==> src/rtl/mips32_pkg.sv <==
// Shared types for the mips32 fetch front end: word width, fetch FSM states and
// the queue entry that carries an instruction word together with its PC.
package mips32_pkg;

    localparam int WORD_W = 32;

    typedef enum logic [1:0] {
        RUN,
        WAIT,
        HALT
    } fetch_state_t;

    typedef struct packed {
        logic [WORD_W-1:0] pc;
        logic [WORD_W-1:0] instr;
    } fetch_entry_t;

endpackage

==> src/rtl/mips32_fetch_queue.sv <==
// Prefetch FIFO of {pc, instr} entries with push/pop/flush.
// Flush (and async reset) empty the queue; flush wins over a same-cycle push/pop.
module mips32_fetch_queue
    import mips32_pkg::*;
#(
    parameter int DEPTH = 4
) (
    input  logic                       clock,
    input  logic                       reset,
    input  logic                       push,
    input  fetch_entry_t               push_data,
    input  logic                       pop,
    input  logic                       flush,
    output fetch_entry_t               head,
    output logic [$clog2(DEPTH):0]     occupancy,
    output logic                       full,
    output logic                       empty
);

    localparam int AW = $clog2(DEPTH);

    fetch_entry_t   mem [DEPTH];
    logic [AW-1:0]  wr_ptr;
    logic [AW-1:0]  rd_ptr;
    logic           push_ok;
    logic           pop_ok;

    assign full    = (occupancy == (AW+1)'(DEPTH));
    assign empty   = (occupancy == '0);
    assign push_ok = push && !full;
    assign pop_ok  = pop && !empty;
    assign head    = mem[rd_ptr];

    always_ff @(posedge clock or posedge reset) begin
        if (reset) begin
            for (int i = 0; i < DEPTH; i++) mem[i] <= '0;
            wr_ptr    <= '0;
            rd_ptr    <= '0;
            occupancy <= '0;
        end else if (flush) begin
            wr_ptr    <= '0;
            rd_ptr    <= '0;
            occupancy <= '0;
        end else begin
            if (push_ok) begin
                mem[wr_ptr] <= push_data;
                wr_ptr      <= wr_ptr + 1'b1;
            end
            if (pop_ok) rd_ptr <= rd_ptr + 1'b1;
            occupancy <= occupancy + {{AW{1'b0}}, push_ok} - {{AW{1'b0}}, pop_ok};
        end
    end

endmodule

==> src/rtl/mips32_fetch_unit.sv <==
// Instruction fetch stage: one outstanding imem request, prefetch queue toward decode,
// redirect with flush, halt after MAX_INSTR deliveries. Optional macro FETCH_BYPASS_EN.
module mips32_fetch_unit
    import mips32_pkg::*;
#(
    parameter int DEPTH     = 4,
    parameter int MAX_INSTR = 18
) (
    input  logic              clock,
    input  logic              reset,
    output logic              imem_req,
    output logic [WORD_W-1:0] imem_addr,
    input  logic              imem_ack,
    input  logic [WORD_W-1:0] imem_rdata,
    input  logic              redirect_valid,
    input  logic [WORD_W-1:0] redirect_pc,
    output logic              instr_valid,
    input  logic              instr_ready,
    output logic [WORD_W-1:0] instr,
    output logic [WORD_W-1:0] instr_pc,
    output logic              halted,
    output logic [WORD_W-1:0] delivered_count
);

    localparam int CW = $clog2(DEPTH) + 1;

    fetch_state_t       state, state_nx;
    logic [WORD_W-1:0]  pc;
    logic [WORD_W-1:0]  redir_pc_q;
    logic               drop;
    logic               halt_q;

    fetch_entry_t       q_head;
    fetch_entry_t       q_wdata;
    logic [CW-1:0]      q_occ;
    logic               q_full, q_empty;

    logic ack_ok, redir, byp, fire, halt_now, push, pop, flush;

    // Requests are only raised from WAIT, so any ack seen outside WAIT is ignored.
    assign ack_ok = (state == WAIT) && imem_ack;
    assign redir  = redirect_valid && !halt_q;

`ifdef FETCH_BYPASS_EN
    assign byp = ack_ok && !drop && !halt_q && q_empty;
`else
    assign byp = 1'b0;
`endif

    assign instr_valid = !halt_q && (!q_empty || byp);
    assign instr       = byp ? imem_rdata : q_head.instr;
    assign instr_pc    = byp ? pc         : q_head.pc;
    assign fire        = instr_valid && instr_ready;
    assign halt_now    = fire && (delivered_count == WORD_W'(MAX_INSTR - 1));

    // A word that arrives with a redirect or after halting belongs to a dead stream.
    assign flush   = redir || halt_now;
    assign pop     = fire && (q_occ != '0);
    assign push    = ack_ok && !drop && !redir && !halt_q && !(byp && instr_ready);
    assign q_wdata = '{pc: pc, instr: imem_rdata};

    assign imem_req  = (state == WAIT);
    assign imem_addr = pc;
    assign halted    = halt_q;

    mips32_fetch_queue #(.DEPTH(DEPTH)) u_queue (
        .clock     (clock),
        .reset     (reset),
        .push      (push),
        .push_data (q_wdata),
        .pop       (pop),
        .flush     (flush),
        .head      (q_head),
        .occupancy (q_occ),
        .full      (q_full),
        .empty     (q_empty)
    );

    always_ff @(posedge clock or posedge reset) begin
        if (reset) state <= RUN;
        else       state <= state_nx;
    end

    always_comb begin
        state_nx = state;
        case (state)
            RUN: begin
                if (halt_q || halt_now)   state_nx = HALT;
                else if (!redir && !q_full) state_nx = WAIT;
            end
            WAIT: begin
                if (imem_ack) state_nx = (halt_q || halt_now) ? HALT : RUN;
            end
            HALT:    state_nx = HALT;
            default: state_nx = RUN;
        endcase
    end

    // While WAIT the address must stay put, so a redirect is parked until the ack.
    always_ff @(posedge clock or posedge reset) begin
        if (reset) begin
            pc              <= '0;
            redir_pc_q      <= '0;
            drop            <= 1'b0;
            halt_q          <= 1'b0;
            delivered_count <= '0;
        end else begin
            if (fire)     delivered_count <= delivered_count + 1'b1;
            if (halt_now) halt_q <= 1'b1;
            if (state == WAIT) begin
                if (imem_ack) begin
                    drop <= 1'b0;
                    if (redir)     pc <= redirect_pc;
                    else if (drop) pc <= redir_pc_q;
                    else           pc <= pc + 1'b1;
                end else if (redir) begin
                    drop       <= 1'b1;
                    redir_pc_q <= redirect_pc;
                end
            end else if (redir) begin
                pc <= redirect_pc;
            end
        end
    end

endmodule

==> config.mk <==
export PLATFORM = sky130hd
export DESIGN_NAME = mips32_fetch_unit
export DESIGN_NICKNAME = d
export VERILOG_FILES = /design/src/rtl/mips32_pkg.sv /design/src/rtl/mips32_fetch_queue.sv /design/src/rtl/mips32_fetch_unit.sv
export SDC_FILE = /design/constraint.sdc
export NUM_CORES = 1
export LEC_CHECK = 0
export BUFFER_PORTS_ARGS = -buffer_cell sky130_fd_sc_hd__buf_2
export CAP_MARGIN = 40
export CORE_MARGIN = 8
export CORE_UTILIZATION = 34
export CTS_BUF_LIST = sky130_fd_sc_hd__clkbuf_16
export DETAILED_ROUTE_END_ITERATION = 12
export GPL_TIMING_DRIVEN = 0
export PLACE_DENSITY = 0.59
export REMOVE_ABC_BUFFERS = 1
export SLEW_MARGIN = 25
export SYNTH_ARGS = -nofsm -noshare
export SYNTH_HDL_FRONTEND = slang
export SYNTH_SLANG_ARGS = --single-unit
==> constraint.sdc <==
create_clock -name clock -period 15.65 [get_ports clock]
set_input_delay 1.565 -clock clock [delete_from_list [all_inputs] [get_ports clock]]
set_output_delay 1.565 -clock clock [all_outputs]
set_load 0.01 [all_outputs]
-- Yosys cells after proc, flatten, opt, wreduce, memory -nomap -nowiden
Index checks and enable logic that the tools add are counted.
- register bits after elaboration: 363
- input port bits: 69
- output and inout bits: 131
- logic and storage cells: 91
- add/sub/neg operators: 6
- order comparisons: 3
- equality and inequality tests: 6
- muxes and demuxes: 23
- bitwise logic cells: 4
- reductions and logical operators: 32
- operators with widths (operator ; number):
    256-bit bitwise mux ; 1
    64-bit two-way mux ; 3
    32-bit two-way mux ; 5
    64-bit binary-select mux with 2-bit select ; 1
    64-bit demux with 2-bit select ; 1
    32-bit by 1-bit adder with 32-bit output, second input constant ; 2
    32-bit by 5-bit == test with 1-bit output, second input constant ; 1
    2-bit two-way mux ; 8
    1-bit logical AND ; 13
    2-bit AND reduction ; 4
    2-bit nonzero test ; 4
    3-bit greater-or-equal comparator, second input constant ; 2
    2-bit NOT with 3-bit output ; 2
    2-bit case mux with 3 select lines ; 1
    1-bit logical NOT ; 5
    2-bit by 1-bit adder with 2-bit output, second input constant ; 2
    3-bit by 1-bit adder with 3-bit output ; 1
    3-bit == test, second input constant ; 1
    3-bit logical NOT ; 1
    3-bit by 1-bit less-than comparator with 1-bit output, second input constant ; 1
    3-bit two-way mux ; 1
    3-bit inequality test, second input constant ; 1
    3-bit AND reduction ; 1
    3-bit nonzero test ; 1
    8 further kinds ; 11

-- Logic depth before layout (Yosys ltp)
- depth after elaboration: 9
- depth in mapped cells: 12
- mapped depth without buffers: 11

-- Hierarchy
From an unflattened synthesis, not the netlist that was laid out.
- cell total of the unflattened synthesis: 1162
- area total of the unflattened synthesis: 17920.9 um^2
- modules (own cells, without submodules) (module ; times used ; cells an instance ; area each (um^2) ; sequential area each (um^2)):
    mips32_fetch_queue ; 1 ; 669 ; 12756.0 ; 6581.3
    mips32_fetch_unit ; 1 ; 493 ; 5165.0 ; 2502.4

-- Least setup slack after synthesis
OpenSTA, ideal clock, no wires.
- kind: input -> register
- start: in redirect_valid
- end: reg u_queue.occupancy[2]
- library setup time: 0.119 ns
- data arrival time: 3.532 ns
- required time: 15.531 ns
- setup slack: 11.999 ns
- stages on the path: 12
- path buffers: 2
- cells stage by stage: nor2b_1 > buf_2 > a21o_1 > or4_1 > buf_2 > inv_1 > ha_1 > inv_1 > fa_1 > xor2_1 > xnor2_1 > nor2_1
- cells in the longest elaborated chain, start to end: 8
- elaborated cells between the ends (all ways): 9
- those cells by class: add/sub: 2; mux: 1; reduce/logical: 6
- ends and longest elaborated chain (item ; line ; text):
    from (decl) ; mips32_fetch_unit.sv:15 ; input logic redirect_valid,
    1-bit logical AND (*) ; mips32_fetch_unit.sv:42 ; assign redir = redirect_valid && !halt_q;
    1-bit logical NOT ; mips32_fetch_unit.sv:59 ; assign push = ack_ok && !drop && !redir && !halt_q && !(byp && instr_ready);
    1-bit logical AND (2 in a row) ; mips32_fetch_unit.sv:59 ;
    1-bit logical AND ; mips32_fetch_queue.sv:30 ; assign push_ok = push && !full;
    3-bit by 1-bit adder with 3-bit output ; mips32_fetch_queue.sv:50 ; occupancy <= occupancy + {{AW{1'b0}}, push_ok} - {{AW{1'b0}}, pop_ok};
    3-bit by 1-bit subtractor with 3-bit output ; mips32_fetch_queue.sv:50 ;
    3-bit two-way mux (*) ; mips32_fetch_queue.sv:40 ; end else if (flush) begin
    to (signal assigned) ; mips32_fetch_queue.sv:50 ;
    to (decl) ; mips32_fetch_queue.sv:15 ; output logic [$clog2(DEPTH):0] occupancy,
Every way passes the cells marked *; elsewhere a longest branch is shown, timed or not.
A chain may end at the register's enable or synchronous reset.

-- Final worst setup path
- start: reg u_queue.rd_ptr[0]
- end: out instr_pc[11]
- cells in the longest elaborated chain, start to end: 4
- ends and longest elaborated chain (item ; line ; text):
    from (decl) ; mips32_fetch_queue.sv:24 ; logic [AW-1:0] rd_ptr;
    from (signal assigned) ; mips32_fetch_queue.sv:49 ; if (pop_ok) rd_ptr <= rd_ptr + 1'b1;
    2-bit NOT with 3-bit output (not written as such) ; mips32_fetch_queue.sv:32 ; assign head = mem[rd_ptr];
    64-bit binary-select mux with 2-bit select ; mips32_fetch_queue.sv:32 ;
    64-bit two-way mux (not written as such) (2 in a row) ; mips32_fetch_queue.sv:32 ;
    to (decl) ; mips32_fetch_unit.sv:20 ; output logic [WORD_W-1:0] instr_pc,
Every way passes these cells. The select of a mux whose other input is x is not followed.

==> impl_metrics.toml <==
[floorplan]
start_util_pct = 34.47
core_area_sq_um = 49050
rows = 81
dieHeight_um = 239.0
die_area_sq_um = 57120
ios = 200
fp.dieW_um = 239.0

[clocking]
clock_latency_ns = 0.57
cts_tree = "done"
cts_resized = 0
h-tree-depth = 2
cts_inserted_buffers = 43
cts_setup_buffers = 0
clockBufferDepth = 3
ctsHoldBuffers = 0
cts.sinks = 363
cts-root-buf = "clkbuf_16"
clk_pin_slew_worst_paths_ns = 0.06

[logic_synthesis]
ys_seq_elements = 363
yosysTopAreaCell = "dfrtp_1"
synth_mux_area_share_pct = 28.11
netlist_area_sq_um = 16910
yosys_most_used_dff = "dfrtp_1"
ys_seq_area_share_pct = 53.72
synth_simple_gate_area_share_pct = 6.623
synth_edf_count = 0
synth_top_family_by_area = "multiplexers"
yosys.area_share.adder_pct = 0.7844
synth_compound_area_share_pct = 3.567
syn_avg_cell_area_sq_um = 14.08
yosysTopAreaCellShare_pct = 53.72
yosysWarnings = 0
synthArstFlopShare_pct = 100.0
synth_cell_types = 53
synth_xor_area_share_pct = 3.056
synthTopCellsByArea = "dfrtp_1 (54%), mux2_1 (17%), mux4_2 (8.5%)"
netlist_instances = 1201

[cells_and_area]
syn_to_final_growth_pct = 19.39
layout-drive-gt1-share_pct = 28.51
nets = 1484

[critical_path]
worstPathRequired_ns = 14.09
endpoint_kind = "primary output"
cp-start-kind = "flip-flop"
critPathMaxFanout = 34
crit_type = "flip-flop to primary output"
arrival_ns = 2.51

[hold_path]
hold_path_class = "flip-flop to flip-flop"

[placed_design]
numPortBuffers = 199
gp_congestion = 0.7447
hpwl_um = 31160
pre_cts_slack_ns = 11.11

[sta]
setup_tns_ns = 0
final-setup-viol-count = 0
timing.hold.ws_ns = 0.4786
layout_setup_ws_ns = 11.57
fin_crit_ns = 4.079
hold_viol = 0
slew-limit-headroom_pct = 42.49
fin_skew_ns = 0.01099
fmax_ghz = 0.2452
tightest_slew_ns = 0.8548
timing.final.crit_share_pct = 26.06
rsz0062_at_grt = "false"
slew_violations = 0

[grt]
grt_use_total_pct = 15.30
grt_pass1_vias = 11470
grt_pass1_wl_um = 69140
grt_start_max_net_pins = 103
grt_overflow = 0
antenna_found_initial = 17

[detailed_routing]
drtPass1Iterations = 5
post_drt_wl_per_cell_um = 20.48
vias_per_cell = 5.071
ant_nets = 0
drcViolationCount = 0
totalWireLength_um = 43270
drt_iter0_drc = 462
vias = 10720

[run]
max_cap_violations = 0

[power]
powerDensity_nw_per_um2 = 169.9
peakVddDrop_mv = 0.07571
p_leak_nw = 9.590

[run_status]
outcome = "completed"
flip-flops by register name (all words and copies together), names as in the netlist:
signal,count
delivered_count,32
redir_pc_q,32
drop,1
u_queue.wr_ptr,2
state,2
imem_addr,32
u_queue.rd_ptr,2
u_queue.occupancy,3
u_queue.mem,256
halted,1
cells in the final DEF, fill, tap and decap left out, types with 5 or more instances in the layout:
master,synthesis,routed
dfrtp_1,363,361
mux2_1,256,256
buf_2,7,201
mux4_2,64,64
nor2_1,53,53
clkbuf_16,0,43
a21oi_1,42,42
xnor2_1,36,36
nand3_1,31,31
mux2_2,31,31
inv_1,18,30
nand2_1,28,28
xor2_1,23,23
nand4_1,22,22
buf_6,4,20
o21ai_0,15,14
nor3_1,15,13
clkinv_1,0,12
diode_2,0,11
nor4_1,12,11
a221o_1,11,11
o22ai_1,10,10
and3_1,10,10
buf_8,24,10
and4_1,9,9
ha_1,9,9
mux2i_1,8,8
buf_16,0,8
or4_1,6,6
nand2b_1,5,5
buf_4,0,5
cell families (layout without fill, tap and decap cells):
logic type      Yosys count  in the layout
compound gates           96             96
xor+xnor                 59             59
fa+ha+maj                10             10
buf+inv                 104            341
flops                   363            363
mux                     359            359
other cells               0             11
simple gates            210            210
where the power goes:
| part | switching (mW) | total (mW) | internal (mW) | leakage [nW] |
|---|---|---|---|---|
| clock | 0.402 | 0.936 | 0.534 | 0.690 |
| combinational | 0.522 | 1.06 | 0.540 | 4.13 |
| sequential | 0.250 | 1.43 | 1.18 | 4.76 |
path summary, 6_finish.rpt:
| kind | startpoint | end | slack, ns | cells after the start |
|---|---|---|---|---|
| worst max register to register | halted | u_queue.mem[6] | 12.41 | 8 |
| worst min-delay path | u_queue.mem[99] | u_queue.mem[99] | 0.48 | 1 |
| worst min register to register | u_queue.mem[99] | u_queue.mem[99] | 0.48 | 1 |
| worst max-delay path | u_queue.rd_ptr[0] | instr_pc[11] | 11.57 | 3 |
| max in group asynchronous | reset | delivered_count[31] | 13.53 | 4 |
| min in group asynchronous | reset | u_queue.mem[214] | 1.02 | 2 |
per-layer routing:
layer,vias up,track usage [%],share of wire [%]
met3,60,4.380,7.0
met5,-,0,0.095
li1,4832,-,-
met2,238,24.47,47
met1,5580,20.07,43
met4,6,4.494,2.0
cells in the mapped netlist (all sizes together), types with 3 or more instances:
| master | count |
|---|---|
| a21oi | 42 |
| a221o | 11 |
| and2 | 3 |
| and3 | 10 |
| and4 | 9 |
| buf | 47 |
| clkbuf | 39 |
| dfrtp | 363 |
| ha | 9 |
| inv | 18 |
| mux2 | 287 |
| mux2i | 8 |
| mux4 | 64 |
| nand2 | 28 |
| nand2b | 5 |
| nand3 | 31 |
| nand4 | 22 |
| nor2 | 53 |
| nor3 | 16 |
| nor3b | 5 |
| nor4 | 12 |
| o21ai | 16 |
| o22ai | 10 |
| or2 | 3 |
| or4 | 6 |
| xnor2 | 36 |
| xor2 | 23 |
worst max-delay path, cell delays in order (launching register included):
cell	delay, ns
dfrtp_4	0.83
buf_16	0.30
mux4_2	0.57
buf_2	0.17
metrics by stage:
step                      cell area [sq um]  instances  total power [mW]  util [%]
after floorplan                       16280       1115             2.054         -
after global placement                18100       1978             2.469     36.91
after detailed placement              18840       2023             2.532     38.40
after CTS                             20150       2101             3.491     41.07
after global routing                  20170       2106             3.660     41.12
final                                 20190       2113             3.430     41.16
final cells by class:
class                      instances  area [sq um]
antenna                           11         27.53
timing repair buffer             245          1659
fill                            4617         28860
clock buffer                      43          1076
clock inverter                    35         231.5
tap                              664         830.8
multi-input combinational        734          7197
inverter                          18         75.07
sequential                       363          9091
(Power assumes the default switching activity.)
